$ cat src/rtl/elevator_request_scheduler.sv
// ============================================================================
// Module   : elevator_request_scheduler
// Brief    : SCAN-style four-floor elevator call scheduler. Optional auto-home
//            feature is enabled by defining the macro AUTO_HOME_EN.
// Revision : 1.0 - initial release
// ============================================================================
`default_nettype none

module elevator_request_scheduler #(
    parameter int IDLE_TIMEOUT = 16
) (
    input  logic       clk,
    input  logic       reset,
    input  logic [3:0] call_req,
    input  logic [1:0] current_floor,
    input  logic       door_open,
    output logic [1:0] floor_request,
    output logic [1:0] dir,
    output logic [3:0] pending,
    output logic       busy
);

    typedef enum logic [1:0] {
        S_IDLE = 2'b00,
        S_UP   = 2'b01,
        S_DOWN = 2'b10
    } state_t;

    state_t     state_q, state_d;
    logic [3:0] pending_q, pending_d;
    logic [1:0] floor_request_q, floor_request_d;

    logic       any_above, any_below, any_at;
    logic [1:0] lowest_at_above, highest_at_below;
    logic       home_set;

    // Classify outstanding calls relative to the car and pick SCAN candidates.
    always_comb begin
        any_above        = 1'b0;
        any_below        = 1'b0;
        any_at           = 1'b0;
        lowest_at_above  = current_floor;
        highest_at_below = current_floor;
        for (int i = 3; i >= 0; i--) begin
            if (pending_q[i] && (2'(i) >= current_floor)) begin
                lowest_at_above = 2'(i);
            end
        end
        for (int i = 0; i < 4; i++) begin
            if (pending_q[i]) begin
                if (2'(i) > current_floor) begin
                    any_above = 1'b1;
                end
                if (2'(i) < current_floor) begin
                    any_below = 1'b1;
                end
                if (2'(i) == current_floor) begin
                    any_at = 1'b1;
                end
                if (2'(i) <= current_floor) begin
                    highest_at_below = 2'(i);
                end
            end
        end
    end

    always_comb begin
        state_d = state_q;
        case (state_q)
            S_IDLE: begin
                if (!door_open) begin
                    if (any_above) begin
                        state_d = S_UP;
                    end else if (any_below) begin
                        state_d = S_DOWN;
                    end
                end
            end
            S_UP: begin
                if (!door_open && !(any_above || any_at)) begin
                    state_d = any_below ? S_DOWN : S_IDLE;
                end
            end
            S_DOWN: begin
                if (!door_open && !(any_below || any_at)) begin
                    state_d = any_above ? S_UP : S_IDLE;
                end
            end
            default: state_d = S_IDLE;
        endcase
    end

    // The target follows the direction being entered; with nothing to serve
    // in that direction the car is told to hold where it is.
    always_comb begin
        floor_request_d = current_floor;
        if (state_d == S_UP && (any_above || any_at)) begin
            floor_request_d = lowest_at_above;
        end else if (state_d == S_DOWN && (any_below || any_at)) begin
            floor_request_d = highest_at_below;
        end
    end

`ifdef AUTO_HOME_EN
    localparam int CNT_W = $clog2(IDLE_TIMEOUT + 1);

    logic [CNT_W-1:0] idle_cnt_q, idle_cnt_d;
    logic [CNT_W-1:0] idle_cnt_inc;
    logic             idle_counting;

    assign idle_cnt_inc  = idle_cnt_q + 1'b1;
    assign idle_counting = (state_q == S_IDLE) && (state_d == S_IDLE) &&
                           (pending_q == 4'b0000) && (call_req == 4'b0000) &&
                           (current_floor != 2'b00);

    always_comb begin
        idle_cnt_d = '0;
        home_set   = 1'b0;
        if (idle_counting) begin
            if (idle_cnt_inc == CNT_W'(IDLE_TIMEOUT)) begin
                home_set = 1'b1;
            end else begin
                idle_cnt_d = idle_cnt_inc;
            end
        end
    end

    always_ff @(posedge clk or posedge reset) begin
        if (reset) begin
            idle_cnt_q <= '0;
        end else begin
            idle_cnt_q <= idle_cnt_d;
        end
    end
`else
    assign home_set = 1'b0;
`endif

    // Serving a floor beats a call for that same floor in the same cycle.
    always_comb begin
        pending_d = pending_q | call_req | {3'b000, home_set};
        if (door_open) begin
            pending_d[current_floor] = 1'b0;
        end
    end

    always_ff @(posedge clk or posedge reset) begin
        if (reset) begin
            state_q         <= S_IDLE;
            pending_q       <= 4'b0000;
            floor_request_q <= 2'b00;
        end else begin
            state_q         <= state_d;
            pending_q       <= pending_d;
            floor_request_q <= floor_request_d;
        end
    end

    assign floor_request = floor_request_q;
    assign dir           = state_q;
    assign pending       = pending_q;
    assign busy          = (pending_q != 4'b0000) || (state_q != S_IDLE);

endmodule

`default_nettype wire

$ cat config.mk
export PLATFORM = sky130hd
export DESIGN_NAME = elevator_request_scheduler
export DESIGN_NICKNAME = d
export VERILOG_FILES = /design/src/rtl/elevator_request_scheduler.sv
export SDC_FILE = /design/constraint.sdc
export NUM_CORES = 1
export LEC_CHECK = 0
export ABC_AREA = 1
export CELL_PAD_IN_SITES_DETAIL_PLACEMENT = 0
export CELL_PAD_IN_SITES_GLOBAL_PLACEMENT = 1
export CORE_ASPECT_RATIO = 1.1
export CORE_UTILIZATION = 32
export DETAILED_ROUTE_END_ITERATION = 8
export HOLD_SLACK_MARGIN = 0.15
export PLACE_DENSITY_LB_ADDON = 0.1
export SETUP_SLACK_MARGIN = 0.4
export SYNTH_ARGS = -nofsm -noshare
export SYNTH_HDL_FRONTEND = slang
export SYNTH_SLANG_ARGS = --single-unit
export TNS_END_PERCENT = 30
$ cat constraint.sdc
create_clock -name clk -period 1.6 [get_ports clk]
set_input_delay 0.32 -clock clk [delete_from_list [all_inputs] [get_ports clk]]
set_output_delay 0.32 -clock clk [all_outputs]
set_load 0.1 [all_outputs]
==> results.py <==
metrics = {
    "timing": {
        "fin_ws_ps": -45.9,
        "finalSetupViolCount": 2,
        "final_max_slew_viol_count": 0,
        "holdWs_ps": 312,
        "rsz0062_at_grt": "yes",
        "min_period_ps": 1650,
        "max_freq_mhz": 608,
        "finalHoldViolations": 0,
        "worst_pin_slew_ps": 319,
        "fin_skew_ps": 8.70,
        "relSlewSlack": 0.787,
        "tns_ps": -46.8,
        "fin_crit_sh": 1.03,
    },
    "yosys": {
        "yosys.area.top_type": "dfrtp_1",
        "synth_warnings": 0,
        "synth_common_cells": "20 x nand2_1, 13 x inv_1, 10 x nor2_1",
        "synthMostInstantiatedCell": "nand2_1",
        "synth_edf_count": 0,
        "synth_seq_cells": 8,
        "netlist_top_cells_area": "dfrtp_1 31%, nand2_1 11%, inv_1 7.5%",
        "synth_top_area_frac": 0.307,
        "postSynthCellCount": 92,
        "ys.flop_type": "dfrtp_1",
        "synth_area_per_cell_sq_um": 7.10,
        "seq_area_frac_synth": 0.307,
        "syn_area_sq_um": 653,
        "synth_cell_type_count": 25,
        "syn_nets": 101,
        "async_flop_share": 1.00,
    },
    "drt": {
        "dr.pass1.iters": 4,
        "highest_layer": "met4",
        "viasPerCell": 4.90,
        "wl_met3_um": 115,
        "wl_met2_um": 1070,
        "ant_nets": 0,
        "vias": 803,
        "wl_per_cell_um": 12.4,
        "drt-initial-drc-count": 20,
        "drt-total-wl_um": 2040,
        "met1_length_um": 812,
        "drcViolationCount": 0,
    },
    "final_layout": {
        "fin_util": 0.679,
        "fin_area_sq_mm": 0.00125,
        "final_cell_count_no_fill": 164,
        "area_growth_pct": 91.4,
        "multiInputGateArea_sq_um": 452,
        "layout.nets": 147,
        "diodes": 0,
        "seqCellArea_sq_um": 218,
        "nFillCells": 171,
        "drive_above_1_share": 0.540,
    },
    "place": {
        "hpwl_um": 1620,
        "pre_cts_ws_ps": -442,
        "dp_cells": 157,
        "gp_congestion": 0.893,
        "io_buffers": 17,
        "place_area_sq_mm": 0.00116,
    },
    "power": {
        "vdd_ir_drop_max_mv": 0.956,
        "leakagePower_nw": 0.608,
        "total_power_mw": 1.70,
        "powerDensity_mw_per_mm2": 1360,
    },
    "setup_path": {
        "cp-end-kind": "output port",
        "worstReg2RegStart": "pending[1]",
        "crit_slowest_cell": "dfrtp_4",
        "worstSetupPathType": "flip-flop to output port",
        "worstPathCellList": "nor4_4 > nand2_4 > buf_12",
        "setup.worst_path.end": "busy",
        "cpPeakStageDelay_ps": 520,
        "cp-start-kind": "flip-flop",
        "reg2reg_to": "floor_request[1]",
        "crit_path_max_fanout": 6,
        "reg2reg_depth": 10,
        "crit_required_ps": 1280,
        "worstPathArrival_ps": 1330,
        "worstSetupStartpoint": "pending[0]",
        "r2r_slack_ps": 0,
    },
    "clocking": {
        "cts_buffers": 3,
        "cts_max_path_buffers": 2,
        "clkSinkCount": 8,
        "clock_latency_ps": 250,
        "cts_tree": "yes",
        "h-tree-depth": 1,
        "cts_root_buf": "clkbuf_4",
        "clk_pin_slew_ps": 60,
    },
    "die": {
        "ios": 18,
        "initial_core_util": 0.355,
        "coreArea_sq_mm": 0.00184,
        "dieWidth_um": 45.1,
        "die_h_um": 49.4,
        "dieArea_sq_mm": 0.00223,
        "fp-row-count": 16,
    },
    "global_route": {
        "antenna_found_initial": 0,
        "grt_pass1_wl_um": 3610,
        "overflow": 0,
        "grt_use_total": 0.224,
        "grt_pass1_vias": 832,
        "grt_max_degree": 9,
    },
    "min_path": {
        "min_path_type": "input pin to async pin",
    },
    "status": {
        "status": "finished with violations",
        "violations": "setup timing",
    },
    "run": {
        "cap_viol_max_count": 0,
    },
}
==> metal layers <==
layer,up-vias,track usage
met5,-,0
met4,0,0.0455
met3,4,0.0778
met2,30,0.411
met1,376,0.237
li1,393,-
==> area by class of cell <==
class,instances,share of cell area
Sequential cell,8,0.174
Tap cell,27,0.0270
Inverter,15,0.0450
Multi-Input combinational cell,68,0.361
Clock buffer,4,0.0210
Timing Repair Buffer,42,0.371
==> critical path, delay by kind of cell, from the launching register on <==
kind,cells,cell delay (ps)
and+or+nand+nor,2,380
DFF,1,520
buffers and inverters,1,170
==> worst min-delay path by stage <==
stage	startpoint	to	cells past startpoint
2_1_floorplan	reset	floor_request[0]	1
4_1_cts	reset	pending[0]	2
3_3_place_gp	reset	floor_request[1]	2
5_1_grt	reset	pending[2]	2
3_5_place_dp	reset	floor_request[0]	2
6_report	reset	pending[0]	2
==> cell families (layout without fill, tap and decap cells) <==
logic type / count (synthesis) / after routing / share of synthesized area
compound gates: 13 / 13 / 0.153
buf+inv: 16 / 61 / 0.103
flops: 8 / 8 / 0.307
simple gates: 55 / 55 / 0.437
==> layout by cell type (no fill, tap or decap), drive strengths merged, types with 3 or more instances in the layout <==
cell type       n
buf            34
nand2          26
inv            15
nor2           14
nand3          10
dfrtp           8
clkdlybuf4s50   5
clkbuf          4
nand4           3
dlygate4sd2     3
o21ai           3
==> power by group <==
part	switching (mW)	leakage, nW	total, mW	internal [mW]
combinational	0.698	0.507	1.15	0.455
sequential	0.118	0.0857	0.390	0.272
clock	0.0637	0.0150	0.159	0.0950
==> flip-flops by register name, summed over array words and instances, names as in the netlist <==
| name | count |
|---|---|
| floor_request | 2 |
| pending | 4 |
| dir | 2 |
==> timing repair <==
action,CTS,global route
gates resized for setup,9,1
pin swaps,5,3
setup endpoints to repair,14,11
buffers inserted,2,1
hold buffers,0,0
cloned,0,0
Note: power is estimated with default switching activity, not from simulation.
